==> src/rtl/alm_config_loader.sv <==
// alm_config_loader: shifts a word-wide bitstream into an ALM scan chain,
// then recirculates the chain once and compares readback CRC to load CRC.
module alm_config_loader #(
   parameter int WORD_W    = 32,
   parameter int CHAIN_LEN = 890,
   parameter int CNT_W     = 16
) (
   input  logic              clk,
   input  logic              clear_async_n,
   input  logic              start,
   input  logic [WORD_W-1:0] s_data,
   input  logic              s_valid,
   output logic              s_ready,
   output logic              config_in,
   output logic              config_en,
   input  logic              config_out,
   output logic              busy,
   output logic              done,
   output logic              crc_err,
   output logic [15:0]       load_crc
);

   localparam int BW = $clog2(WORD_W + 1);
   localparam logic [CNT_W-1:0] LEN  = CNT_W'(CHAIN_LEN);
   localparam logic [CNT_W-1:0] LAST = CNT_W'(CHAIN_LEN - 1);
   localparam logic [CNT_W-1:0] CONE = CNT_W'(1);
   localparam logic [BW-1:0]    FULL = BW'(WORD_W);
   localparam logic [BW-1:0]    BONE = BW'(1);
   localparam logic [15:0]      SEED = 16'hFFFF;

   typedef enum logic [1:0] {
      ST_IDLE,
      ST_LOAD,
      ST_VERIFY,
      ST_DONE
   } state_t;

   state_t            state_q, state_d;
   logic [WORD_W-1:0] buf_q, buf_d;
   logic [BW-1:0]     bcnt_q, bcnt_d;
   logic [CNT_W-1:0]  cnt_q, cnt_d;
   logic [15:0]       lcrc_q, lcrc_d;
   logic [15:0]       rcrc_q, rcrc_d;
   logic              en_q, en_d;
   logic              busy_q, busy_d;
   logic              done_q, done_d;
   logic              err_q, err_d;

   logic              in_load;
   logic              shift_ld;
   logic [CNT_W-1:0]  remain;
   logic              xfer;
   logic [15:0]       rcrc_nx;

   function automatic logic [15:0] crc_step(input logic [15:0] c,
                                            input logic b);
      logic fb;
      fb = c[15] ^ b;
      return {c[14:0], 1'b0} ^ (fb ? 16'h1021 : 16'h0000);
   endfunction

   // Source handshake: ready only when the buffer can take a word that
   // the chain still has room for; never looks at s_valid.
   always_comb begin
      in_load  = (state_q == ST_LOAD);
      shift_ld = in_load && (bcnt_q != '0);
      remain   = LEN - cnt_q;
      s_ready  = in_load
                 && ((bcnt_q == '0) || ((bcnt_q == BONE) && shift_ld))
                 && (remain > CNT_W'(bcnt_q));
      xfer     = s_valid && s_ready;
      rcrc_nx  = crc_step(rcrc_q, config_out);
   end

   // Next-state logic for the load / verify sequencer.
   always_comb begin
      state_d = state_q;
      buf_d   = buf_q;
      bcnt_d  = bcnt_q;
      cnt_d   = cnt_q;
      lcrc_d  = lcrc_q;
      rcrc_d  = rcrc_q;
      busy_d  = busy_q;
      err_d   = err_q;
      done_d  = 1'b0;
      unique case (state_q)
         ST_IDLE: begin
            if (start) begin
               state_d = ST_LOAD;
               busy_d  = 1'b1;
               err_d   = 1'b0;
               buf_d   = '0;
               bcnt_d  = '0;
               cnt_d   = '0;
               lcrc_d  = SEED;
               rcrc_d  = SEED;
            end
         end
         ST_LOAD: begin
            if (shift_ld) begin
               buf_d  = buf_q >> 1;
               bcnt_d = bcnt_q - BONE;
               cnt_d  = cnt_q + CONE;
               lcrc_d = crc_step(lcrc_q, buf_q[0]);
            end
            if (xfer) begin
               buf_d  = s_data;
               bcnt_d = FULL;
            end
            // Chain full: leftover bits of the last word are dropped.
            if (shift_ld && (cnt_q == LAST)) begin
               state_d = ST_VERIFY;
               buf_d   = '0;
               bcnt_d  = '0;
               cnt_d   = '0;
            end
         end
         ST_VERIFY: begin
            cnt_d  = cnt_q + CONE;
            rcrc_d = rcrc_nx;
            if (cnt_q == LAST) begin
               state_d = ST_DONE;
               cnt_d   = '0;
               err_d   = (rcrc_nx != lcrc_q);
               done_d  = 1'b1;
            end
         end
         ST_DONE: begin
            state_d = ST_IDLE;
            busy_d  = 1'b0;
         end
         default: begin
            state_d = ST_IDLE;
            busy_d  = 1'b0;
         end
      endcase
      en_d = (state_d == ST_VERIFY)
             || ((state_d == ST_LOAD) && (bcnt_d != '0));
   end

   // State and output registers.
   always_ff @(posedge clk or negedge clear_async_n) begin
      if (!clear_async_n) begin
         state_q <= ST_IDLE;
         buf_q   <= '0;
         bcnt_q  <= '0;
         cnt_q   <= '0;
         lcrc_q  <= '0;
         rcrc_q  <= '0;
         en_q    <= 1'b0;
         busy_q  <= 1'b0;
         done_q  <= 1'b0;
         err_q   <= 1'b0;
      end else begin
         state_q <= state_d;
         buf_q   <= buf_d;
         bcnt_q  <= bcnt_d;
         cnt_q   <= cnt_d;
         lcrc_q  <= lcrc_d;
         rcrc_q  <= rcrc_d;
         en_q    <= en_d;
         busy_q  <= busy_d;
         done_q  <= done_d;
         err_q   <= err_d;
      end
   end

   // During verify the tail feeds the head on the same edge; a register
   // here would lengthen the loop by one bit and skew the rotation.
   assign config_in = (state_q == ST_VERIFY) ? config_out : buf_q[0];
   assign config_en = en_q;
   assign busy      = busy_q;
   assign done      = done_q;
   assign crc_err   = err_q;
   assign load_crc  = lcrc_q;

endmodule

==> config.mk <==
export PLATFORM = sky130hd
export DESIGN_NAME = alm_config_loader
export DESIGN_NICKNAME = d
export VERILOG_FILES = /design/src/rtl/alm_config_loader.sv
export SDC_FILE = /design/constraint.sdc
export NUM_CORES = 1
export LEC_CHECK = 0
export CAP_MARGIN = 20
export CORE_MARGIN = 3
export CORE_UTILIZATION = 57
export DETAILED_ROUTE_END_ITERATION = 10
export PLACE_DENSITY_LB_ADDON = 0.25
export SYNTH_ARGS = -nofsm -noshare
export SYNTH_HDL_FRONTEND = slang
export SYNTH_SLANG_ARGS = --single-unit
==> constraint.sdc <==
create_clock -name clk -period 3.1 [get_ports clk]
set_input_delay 0.31 -clock clk [delete_from_list [all_inputs] [get_ports clk]]
set_output_delay 0.31 -clock clk [all_outputs]
set_load 0.02 [all_outputs]
[Yosys cells after proc, flatten, opt, wreduce, memory -nomap -nowiden]
Cells that the tools add are included.
Word-level totals
  bits in registers: 92
  input port bits: 37
  output and inout port bits: 22
Operators by class
  multiplexer cells: 33
  order comparisons: 1
  bitwise operators: 4
  eq/ne operators: 13
  reductions and logical operators: 23
  add/sub/neg operators: 3
Operators by type and width (number)
  $mux 32: 4
  $mux 16: 6
  $pmux 16 s2: 2
  $pmux 32 s2: 1
  $pmux 16 s3: 1
  $xor 16x13->16: 2
  $mux 13: 2
  $mux 6: 4
  $add 16x1->16 const B: 1
  $eq 16x10->1 const B: 1
  $gt 16x6->1: 1
  $ne 16x16->1: 1
  $sub 10x16->16 const A: 1
  $pmux 6 s2: 1
  $reduce_and 3->1: 4
  $reduce_bool 6->1: 2
  $pmux 2 s4: 1
  $logic_and 1x1->1: 7
  $eq 2x2->1 const B: 3
  $eq 6x1->1 const B: 1
  $logic_not 6->1: 1
  $mux 1: 6
  $mux 2: 3
  $reduce_bool 2->1: 3
  other kinds (12): 18

[Longest topological paths before layout]
Gate-level depths: netlist of the first run.
  depth in word-level cells: 13
  mapped depth: 14
  gate-level depth less buffers: 12

[Worst setup path before layout of the first run]
No wires, ideal clock.
  kind: register to register
  start: register cnt_q[2]
  end: register en_q, in the netlist config_en
  slack: 495 ps
  clock period less this slack: 2605 ps
  required time: 2967 ps
  path buffers: 2
  stages on the path, launching flop included: 14
  setup time: 133 ps
  arrival: 2472 ps
  cells stage by stage: dfrtp_1 buf_6 a21oi_2 nor2_1 xnor2_1 ha_1 a21oi_1 and3_1 o211ai_1 o31ai_2 buf_6 o211ai_4 a221oi_2 a31oi_1
Between the ends
  cells in the longest elaborated chain, start to end: 10
Ends and longest elaborated chain
  start, declared: line 41  | logic [CNT_W-1:0] cnt_q, cnt_d;
  start signal, assigned: line 158  | cnt_q <= cnt_d;
  $sub 10x16->16: line 67  | remain = LEN - cnt_q;
  $gt 16x6->1: line 70  | && (remain > CNT_W'(bcnt_q));
  $logic_and 1x1->1: line 70
  $logic_and 1x1->1: line 71  | xfer = s_valid && s_ready;
  $mux 6: line 106  | if (xfer) begin
  $mux 6: line 111  | if (shift_ld && (cnt_q == LAST)) begin
  $pmux 6 s2: line 86  | unique case (state_q)
  $reduce_bool 6->1: line 138  | || ((state_d == ST_LOAD) && (bcnt_d != '0));
  $logic_and 1x1->1: line 138
  $logic_or 1x1->1 *: line 138
  named net en_d: line 44  | logic en_q, en_d;
  end signal, assigned: line 161  | en_q <= en_d;
  end, declared: line 44
The timed path passes the listed nets; every way through them passes the cells marked *.
A chain may end at the register's enable or synchronous reset.

[Worst setup path in the final report of the first run]
  start: register cnt_q[0]
  end: output s_ready
Between the ends
  cells in the longest elaborated chain, start to end: 3
Ends and longest elaborated chain
  $sub 10x16->16: line 67
  $gt 16x6->1: line 70
  $logic_and 1x1->1: line 70
  end, declared: line 13  | output logic s_ready,
No other way between the ends.

==> results of run 1 <==
## final cells by class
cell class                 instances  area [um2]
inverter                          27       101.3
fill                             731        2846
clock inverter                     7       81.33
multi-input combinational        433        2912
timing repair buffer              82       794.5
tap                              129       161.4
clock buffer                       9       123.9
sequential                        92        2307
## synth_stat cells (2+ instances only)
library cell and instances:
sky130_fd_sc_hd__dfrtp_1 92, sky130_fd_sc_hd__nand2_1 53, sky130_fd_sc_hd__nor2_1 44, sky130_fd_sc_hd__o21ai_0 44, sky130_fd_sc_hd__mux2i_1 32, sky130_fd_sc_hd__o21ai_1 32, sky130_fd_sc_hd__inv_1 27, sky130_fd_sc_hd__xnor2_1 20
sky130_fd_sc_hd__clkbuf_1 18, sky130_fd_sc_hd__xor2_1 18, sky130_fd_sc_hd__ha_1 16, sky130_fd_sc_hd__and2_1 15, sky130_fd_sc_hd__o22ai_1 15, sky130_fd_sc_hd__a211oi_1 14, sky130_fd_sc_hd__nand3_1 14, sky130_fd_sc_hd__a21oi_1 13
sky130_fd_sc_hd__and3_1 10, sky130_fd_sc_hd__buf_2 9, sky130_fd_sc_hd__a31oi_1 8, sky130_fd_sc_hd__o31ai_1 7, sky130_fd_sc_hd__nand4_1 6, sky130_fd_sc_hd__nand2b_1 5, sky130_fd_sc_hd__nor3_1 5, sky130_fd_sc_hd__nor2b_1 4
sky130_fd_sc_hd__a21o_1 3, sky130_fd_sc_hd__buf_4 3, sky130_fd_sc_hd__buf_6 3, sky130_fd_sc_hd__nor4_1 3, sky130_fd_sc_hd__a211o_1 2, sky130_fd_sc_hd__a21oi_2 2, sky130_fd_sc_hd__a22o_1 2, sky130_fd_sc_hd__buf_8 2
sky130_fd_sc_hd__nor3b_1 2, sky130_fd_sc_hd__o211ai_1 2, sky130_fd_sc_hd__o21ai_2 2, sky130_fd_sc_hd__o21bai_1 2, sky130_fd_sc_hd__o221a_2 2, sky130_fd_sc_hd__o31a_1 2, sky130_fd_sc_hd__o31ai_2 2, sky130_fd_sc_hd__or2_2 2
sky130_fd_sc_hd__or3_1 2
## worst min-delay path by stage
stage                       start                      end  slack [ns]  cells after the start
floorplan           clear_async_n      bcnt_q[0]$_DFF_PN0_        0.01                      0
global placement    clear_async_n   rcrc_q[15]$_DFFE_PN0P_        0.34                      1
detailed placement  clear_async_n   rcrc_q[15]$_DFFE_PN0P_        0.35                      1
CTS                 clear_async_n  load_crc[9]$_DFFE_PN0P_        0.48                      2
global route        clear_async_n  load_crc[1]$_DFFE_PN0P_        0.52                      2
finish              clear_async_n   rcrc_q[15]$_DFFE_PN0P_        0.48                      2
## cell usage in the layout, fill, tap and decap left out, types with 18 or more instances in the layout
cell and count:
sky130_fd_sc_hd__buf_4 20, sky130_fd_sc_hd__clkdlybuf4s50_1 56, sky130_fd_sc_hd__dfrtp_1 88, sky130_fd_sc_hd__inv_1 27
sky130_fd_sc_hd__mux2i_1 32, sky130_fd_sc_hd__nand2_1 53, sky130_fd_sc_hd__nor2_1 44, sky130_fd_sc_hd__o21ai_0 44
sky130_fd_sc_hd__o21ai_1 31, sky130_fd_sc_hd__xnor2_1 20, sky130_fd_sc_hd__xor2_1 18
## through the flow
step	hold WS (ns)	instance area, um2	utilization	total power [mW]	worst slack [ns]
floorplan	0.01441	5500	-	3.196	0.4948
global placement	0.3379	6213	0.6661	3.867	0.2636
detailed placement	0.3452	6213	0.6661	3.947	0.1595
CTS	0.4783	6437	0.6901	4.779	0.1133
global route	0.5195	6481	0.6948	5.162	0.001670
finish	0.4755	6481	0.6948	4.793	0.1847
## flip-flops by register name (all words and copies together) (netlist names)
| register | flops |
|---|---|
| buf_q | 32 |
| cnt_q | 16 |
| load_crc | 16 |
| rcrc_q | 16 |
| bcnt_q | 6 |
| state_q | 2 |
| busy | 1 |
| config_en | 1 |
| crc_err | 1 |
| done | 1 |
## kinds of logic after synthesis
family          count (synthesis)
simple gates                  174
mux                            33
buf+inv                        64
xor+xnor                       38
fa+ha+maj                      16
flops                          92
compound gates                172
## routing by layer
| layer | share of wire | vias up |
|---|---|---|
| met2 | 0.50 | 127 |
| met5 | 0 | - |
| met4 | 0.022 | 0 |
| li1 | - | 2203 |
| met3 | 0.050 | 22 |
| met1 | 0.43 | 2225 |
## power by group through the flow
stage	combinational, mW	clock, mW	sequential (mW)
finish	2.25	0.822	1.72
global route	2.50	0.906	1.76
CTS	2.21	0.843	1.73
detailed placement	2.20	0	1.75
global placement	2.13	0	1.73
floorplan	1.41	0	1.78
## critical path, stage by stage (launching register included)
cell	delay (ns)
sky130_fd_sc_hd__dfrtp_2	0.47
sky130_fd_sc_hd__a21oi_4	0.22
sky130_fd_sc_hd__nor2_1	0.09
sky130_fd_sc_hd__xnor2_1	0.13
sky130_fd_sc_hd__ha_1	0.29
sky130_fd_sc_hd__a21oi_1	0.17
sky130_fd_sc_hd__and3_1	0.17
sky130_fd_sc_hd__o211ai_1	0.11
sky130_fd_sc_hd__o31a_1	0.27
sky130_fd_sc_hd__dlygate4sd2_1	0.32
## what timing repair did
item / 4_1_cts / 5_1_grt
gates resized for setup: 4 / 4
hold buffers: 1 / 0
buffers inserted: 0 / 5
endpoints found under the hold margin: 41 / 0
gates cloned: 0 / 0
endpoints found under the setup margin: 1 / 10
==> tab_implementation.tex, run 1 <==
\begin{tabular}{lr}
\hline
Metric & Value \\
\hline
\multicolumn{2}{l}{\textbf{Outcome}} \\
\quad Status & finished clean \\
\multicolumn{2}{l}{\textbf{Floorplan}} \\
\quad Top-Level Pins & 59 \\
\quad Core area & 9328 um2 \\
\quad Full die area & 10860 um2 \\
\quad Starting density of the core & 0.5897 \\
\quad Floorplan die height & 104.2 um \\
\quad Die span in x & 104.2 um \\
\quad Number of placement rows & 35 \\
\multicolumn{2}{l}{\textbf{Synthesis}} \\
\quad Post-Syn Area & 5500 um2 \\
\quad Number of enable flip-flop cells after synthesis & 0 \\
\quad Mapped Avg Cell Area & 9.338 um2 \\
\quad Post-Synth Adder-Cell Area & 0.03640 \\
\quad Portion of synthesized cell area occupied by the leading cell type & 0.4186 \\
\quad Cells after synthesis & 589 \\
\quad Register area share after synthesis & 0.4186 \\
\quad Largest family of logic cells by synthesized area & compound AO/OA/AOI/OAI gates \\
\quad Fraction of synthesized cell area in xor and xnor cells & 0.06051 \\
\quad Synth area leaders & sky130\_fd\_sc\_hd\_\_dfrtp\_1 42\%, sky130\_fd\_sc\_hd\_\_mux2i\_1 5.8\%, sky130\_fd\_sc\_hd\_\_o21ai\_0 4.0\% \\
\quad Post-Synth Simple-Gate Area & 0.1581 \\
\quad Number of distinct library cells after synthesis & 71 \\
\quad Primary flip-flop cell chosen by synthesis mapping & sky130\_fd\_sc\_hd\_\_dfrtp\_1 \\
\quad Share of cell area taken by muxes after synthesis & 0.06028 \\
\quad Total of warnings raised by yosys & 0 \\
\quad Number of nets produced by synthesis & 642 \\
\quad Complex-gate fraction of the synthesized area & 0.2100 \\
\quad Async S/R FF share, synth & 1.000 \\
\quad Library cell with the largest summed area after synthesis & sky130\_fd\_sc\_hd\_\_dfrtp\_1 \\
\quad Synthesis-stage register bit count & 92 \\
\multicolumn{2}{l}{\textbf{Power}} \\
\quad Cell leakage power & 2.800 nW \\
\quad Clock Power Share & 0.171 \\
\quad Power density over the cells & 739.5 nW/um2 \\
\quad Internal power component & 2.725 mW \\
\quad Switching power of the nets & 2.068 mW \\
\quad Seq pwr share & 0.359 \\
\quad Maximum VDD drop & 0.0004476 V \\
\quad Share of total power in combinational logic & 0.469 \\
\quad Fraction of power spent switching nets & 0.4316 \\
\multicolumn{2}{l}{\textbf{Finish}} \\
\quad Number of nets in the layout & 698 \\
\quad Fraction of final layout cells sized beyond drive strength 1 & 0.1077 \\
\quad Synthesis-to-layout area growth & 17.83\% \\
\quad Count of non-filler cells in the finished layout & 779 \\
\quad Count of inserted antenna diode cells & 0 \\
\multicolumn{2}{l}{\textbf{Clocking}} \\
\quad CTS tree & done \\
\quad Number of clock sinks & 92 \\
\quad Number of clock buffers inserted by TritonCTS & 9 \\
\quad Clk root buf & sky130\_fd\_sc\_hd\_\_clkbuf\_8 \\
\quad H-tree levels & 3 \\
\quad Clock insertion delay at the later pin of the skew report & 0.37 ns \\
\quad Clock buffer depth & 2 \\
\quad Clock-pin transition on the worst setup and hold timing paths & 0.10 ns \\
\multicolumn{2}{l}{\textbf{Placed design}} \\
\quad I/O Buffers & 58 \\
\quad Half-perimeter wire length after placement & 9062 um \\
\quad Weighted congestion reported at the end of routability-driven placement & 0.9561 \\
\quad Instance count after placement with tap cells included & 757 \\
\multicolumn{2}{l}{\textbf{Global route}} \\
\quad Antenna violations before repair & 0 \\
\quad Most used routing layer & met2 \\
\quad GR Util All Layers & 0.2443 \\
\quad GR Util met2 & 0.4025 \\
\quad Global-route wire length before repair & 21870 um \\
\quad Largest net degree at the start of global routing & 44 \\
\quad Met3 routing resource usage after global routing & 0.03786 \\
\quad Global route overflow & 0 \\
\quad Global routing met1 resource utilization & 0.3294 \\
\quad Vias in the first global route & 4448 \\
\multicolumn{2}{l}{\textbf{Worst setup path}} \\
\quad Reg2Reg Capture Point & config\_en\$\_DFF\_PN0\_ \\
\quad Origin of the critical flop-to-flop path & cnt\_q[0]\$\_DFFE\_PN0P\_ \\
\quad Register-to-register setup slack & 0.23 ns \\
\quad Critical path capture point type & primary output \\
\quad Critical path class & flip-flop to primary output \\
\quad Endpoint of the most critical setup path & s\_ready \\
\quad Critical Path Source & cnt\_q[0]\$\_DFFE\_PN0P\_ \\
\quad Number of cells on the worst reg-to-reg path & 13 \\
\quad Arrival time worst endpoint & 2.61 ns \\
\quad Critical-path maximum fanout & 6 \\
\quad Req. time, crit path & 2.79 ns \\
\quad Launching element type of the critical path & flip-flop \\
\multicolumn{2}{l}{\textbf{STA}} \\
\quad Number of pins exceeding their max-slew limit in the final report & 0 \\
\quad Final critical delay including setup and external delays & 2.915 ns \\
\quad Final Cycle Share & 0.9404 \\
\quad Aggregate negative setup slack & 0 ns \\
\quad Total of endpoints with negative setup slack in the final report & 0 \\
\quad Worst slew pin tran & 0.6524 ns \\
\quad Unrepaired setup endpoints after global routing & false \\
\quad Maximum operating frequency & 343.0 MHz \\
\quad Number of endpoints with negative hold slack in the final report & 0 \\
\quad Worst relative slew slack & 0.5651 \\
\quad Setup Skew & 0.01568 ns \\
\multicolumn{2}{l}{\textbf{Worst hold path}} \\
\quad Class of the tightest hold or removal check & primary input to async pin \\
\multicolumn{2}{l}{\textbf{Detailed routing}} \\
\quad Total wire length & 12800 um \\
\quad Post-detailed-route via-to-cell ratio & 5.875 \\
\quad Average wire per standard cell & 16.43 um \\
\quad Number of iterations in the first detailed-routing pass & 4 \\
\quad Vias post-DR & 4577 \\
\quad DRC Markers & 0 \\
\quad Number of design-rule violations left by the first detailed-router iteration & 219 \\
\quad DRT antenna net count & 0 \\
\multicolumn{2}{l}{\textbf{Run}} \\
\quad Maximum Capacitance Violations & 0 \\
\hline
\end{tabular}
Note: power is estimated with default switching activity, not from simulation.
==> run 2: changes to the inputs <==
SLEW_MARGIN = 30   (was not set)
==> results of run 2 <==
Same layout as run 1: the final DEF is identical, and so are final timing and power.
==> run 3: changes to the inputs <==
CAP_MARGIN = 40   (was 20)
RECOVER_POWER = 50   (was not set)
==> run 3 against run 2 <==
Against the previous run:
- cell count unchanged
- die area unchanged
- combinational power about the same
- sequential share of layout area increased by 0.083 points
- critical endpoint unchanged
- clock-buffer cell count unchanged
- hold slack improved by 0.017 ns
- final area decreased by 0.23%
- worst setup slack about the same
==> tab_implementation.tex, run 3 (synthesized netlist as in run 1, its figures left out) <==
\begin{tabular}{lr}
\hline
Metric & Value \\
\hline
\multicolumn{2}{l}{\textbf{Worst setup path}} \\
\quad Cell family contributing the most delay on the critical path & compound AO/OA/AOI/OAI gates \\
\quad Register-to-register setup slack & 0.23 ns \\
\quad Critical path's slowest cell & sky130\_fd\_sc\_hd\_\_dfrtp\_2 \\
\quad Launching element type of the critical path & flip-flop \\
\quad Reg2Reg Capture Point & config\_en\$\_DFF\_PN0\_ \\
\quad Critical-path maximum fanout & 6 \\
\quad Ordered cell list for the critical path & a21oi\_4, nor2\_1, xnor2\_1, ha\_1, a21oi\_1, and3\_1, o211ai\_1, o31a\_1, dlygate4sd2\_1 \\
\quad Number of cells on the worst reg-to-reg path & 13 \\
\quad Number of buffers and inverters on the critical path & 1 \\
\quad Arrival time worst endpoint & 2.61 ns \\
\quad Critical path class & flip-flop to primary output \\
\quad Critical path capture point type & primary output \\
\quad Largest stage delay on the critical path & 0.47 ns \\
\quad Req. time, crit path & 2.79 ns \\
\quad Origin of the critical flop-to-flop path & cnt\_q[0]\$\_DFFE\_PN0P\_ \\
\multicolumn{2}{l}{\textbf{Finish}} \\
\quad Fraction of final layout cells sized beyond drive strength 1 & 0.1046 \\
\quad Number of nets in the layout & 698 \\
\quad Leading cell type in the layout, fill and taps excluded & sky130\_fd\_sc\_hd\_\_dfrtp\_1 \\
\quad Register with the most flip-flops & buf\_q \\
\quad Count of filler cells inserted in the layout & 735 \\
\quad Count of inserted antenna diode cells & 0 \\
\quad Synthesis-to-layout area growth & 17.56\% \\
\quad Commonest cells after routing, fill and taps aside & 88 x sky130\_fd\_sc\_hd\_\_dfrtp\_1, 53 x sky130\_fd\_sc\_hd\_\_nand2\_1, 47 x sky130\_fd\_sc\_hd\_\_clkdlybuf4s50\_1 \\
\quad Flip-flop count of the largest register, all copies and words added & 32 \\
\multicolumn{2}{l}{\textbf{Placed design}} \\
\quad Weighted congestion reported at the end of routability-driven placement & 0.9561 \\
\quad Half-perimeter wire length after placement & 9062 um \\
\quad I/O Buffers & 58 \\
\multicolumn{2}{l}{\textbf{Clocking}} \\
\quad Clock-pin transition on the worst setup and hold timing paths & 0.10 ns \\
\quad Clock buffer depth & 2 \\
\quad Number of clock sinks & 92 \\
\quad Number of clock buffers inserted by TritonCTS & 9 \\
\quad H-tree levels & 3 \\
\quad Clk root buf & sky130\_fd\_sc\_hd\_\_clkbuf\_8 \\
\quad CTS tree & done \\
\quad Clock insertion delay at the later pin of the skew report & 0.37 ns \\
\multicolumn{2}{l}{\textbf{Global route}} \\
\quad Global-route wire length before repair & 21870 um \\
\quad GR Util All Layers & 0.2443 \\
\quad Global route overflow & 0 \\
\quad Antenna violations before repair & 0 \\
\quad Vias in the first global route & 4448 \\
\quad Largest net degree at the start of global routing & 44 \\
\multicolumn{2}{l}{\textbf{Floorplan}} \\
\quad Die span in x & 104.2 um \\
\quad Full die area & 10860 um2 \\
\quad Starting density of the core & 0.5897 \\
\quad Number of placement rows & 35 \\
\quad Floorplan die height & 104.2 um \\
\quad Top-Level Pins & 59 \\
\quad Core area & 9328 um2 \\
\multicolumn{2}{l}{\textbf{Detailed routing}} \\
\quad Number of design-rule violations left by the first detailed-router iteration & 231 \\
\quad Number of iterations in the first detailed-routing pass & 4 \\
\quad DRT antenna net count & 0 \\
\quad Total wire length & 12830 um \\
\quad Vias post-DR & 4588 \\
\quad Post-detailed-route via-to-cell ratio & 5.890 \\
\quad Average wire per standard cell & 16.47 um \\
\quad DRC Markers & 0 \\
\multicolumn{2}{l}{\textbf{STA}} \\
\quad Final Cycle Share & 0.9404 \\
\quad Aggregate negative setup slack & 0 ns \\
\quad Number of pins exceeding their max-slew limit in the final report & 0 \\
\quad Maximum operating frequency & 343.0 MHz \\
\quad Unrepaired setup endpoints after global routing & false \\
\quad Setup Skew & 0.01619 ns \\
\quad Worst slack on hold paths & 0.4923 ns \\
\quad Total of endpoints with negative setup slack in the final report & 0 \\
\quad Number of endpoints with negative hold slack in the final report & 0 \\
\quad Worst relative slew slack & 0.1719 \\
\quad Final critical delay including setup and external delays & 2.915 ns \\
\quad Worst slew pin tran & 1.242 ns \\
\multicolumn{2}{l}{\textbf{Power}} \\
\quad Maximum VDD drop & 0.0004496 V \\
\quad Power density over the cells & 741.0 nW/um2 \\
\quad Cell leakage power & 2.790 nW \\
\multicolumn{2}{l}{\textbf{Worst hold path}} \\
\quad Hold Crit Endpoint & buf\_q[16]\$\_DFFE\_PN0P\_ \\
\quad Class of the tightest hold or removal check & flip-flop to flip-flop \\
\quad Worst min-delay path startpoint & buf\_q[16]\$\_DFFE\_PN0P\_ \\
\quad Hold Crit Depth & 2 \\
\multicolumn{2}{l}{\textbf{Run}} \\
\quad Maximum Capacitance Violations & 0 \\
\multicolumn{2}{l}{\textbf{Outcome}} \\
\quad Status & finished clean \\
\hline
\end{tabular}
-- run 3: cell types whose count changed in the layout (fill, tap and decap cells not counted) --
| cell | change |
|---|---|
| sky130_fd_sc_hd__buf_4 | -3 |
| sky130_fd_sc_hd__clkbuf_1 | +1 |
| sky130_fd_sc_hd__dlygate4sd3_1 | +9 |
| sky130_fd_sc_hd__clkdlybuf4s50_1 | -9 |
| sky130_fd_sc_hd__nand4_1 | +1 |
| sky130_fd_sc_hd__clkbuf_2 | +2 |
| sky130_fd_sc_hd__nand4_2 | -1 |
-- run 3: timing repair --
action	4_1_cts	5_1_grt
setup buffers	0	5
gates resized for setup	4	4
endpoints found under the setup margin	1	10
cloned	0	0
hold endpoints to repair	41	0
hold buffers	1	0
-- run 3: area by class of cell --
cell class,instances,area [um2],area share
well taps,129,161.4,0.02496
repair buffers,82,785.8,0.1215
flip-flops and latches,92,2307,0.3568
clock inverters,7,81.33,0.01258
clock buffers,9,123.9,0.01916
inverters,27,101.3,0.01567
multi-input cells,433,2905,0.4493
-- run 3: worst max path at each step --
stage | to | slack (ns) | depth (start not counted) | start
3_5_place_dp | config_en$_DFF_PN0_ | 0.16 | 13 | cnt_q[0]$_DFFE_PN0P_
4_1_cts | s_ready | 0.11 | 9 | cnt_q[0]$_DFFE_PN0P_
2_1_floorplan | config_en$_DFF_PN0_ | 0.49 | 13 | cnt_q[2]$_DFFE_PN0P_
3_3_place_gp | config_en$_DFF_PN0_ | 0.26 | 14 | cnt_q[0]$_DFFE_PN0P_
5_1_grt | s_ready | 0.001 | 10 | cnt_q[0]$_DFFE_PN0P_
6_report | s_ready | 0.18 | 9 | cnt_q[0]$_DFFE_PN0P_
-- run 3: where the power goes --
part           total (mW)  internal [mW]  switching, mW  leakage (nW)
clock               0.828          0.322          0.505         0.103
sequential           1.72           1.45          0.275          1.13
combinational        2.24          0.941           1.30          1.56
-- run 3: stage by stage --
step                      power [mW]  instance area [um2]  std cells    util  worst slack [ns]
final                          4.791                 6466        779  0.6932            0.1849
after CTS                      4.779                 6437        774  0.6901            0.1133
after detailed placement       3.947                 6213        757  0.6661            0.1595
after floorplan                3.196                 5500        589       -            0.4948
after global routing           5.145                 6466        779  0.6932          0.001372
after global placement         3.867                 6213        757  0.6661            0.2636
-- run 3: metal layers --
metal / vias up / GRT usage / wire length (um)
li1: 2205 / - / -
met1: 2239 / 0.3294 / 5656
met2: 118 / 0.4025 / 6343
met3: 26 / 0.03786 / 520
met4: 0 / 0.08547 / 309
met5: - / 0 / 0
-- run 3: worst min-delay path, stage by stage (launching register included) --
cell                      delay [ns]
sky130_fd_sc_hd__dfrtp_1        0.36
sky130_fd_sc_hd__nand2_1        0.05
sky130_fd_sc_hd__o21ai_1        0.06
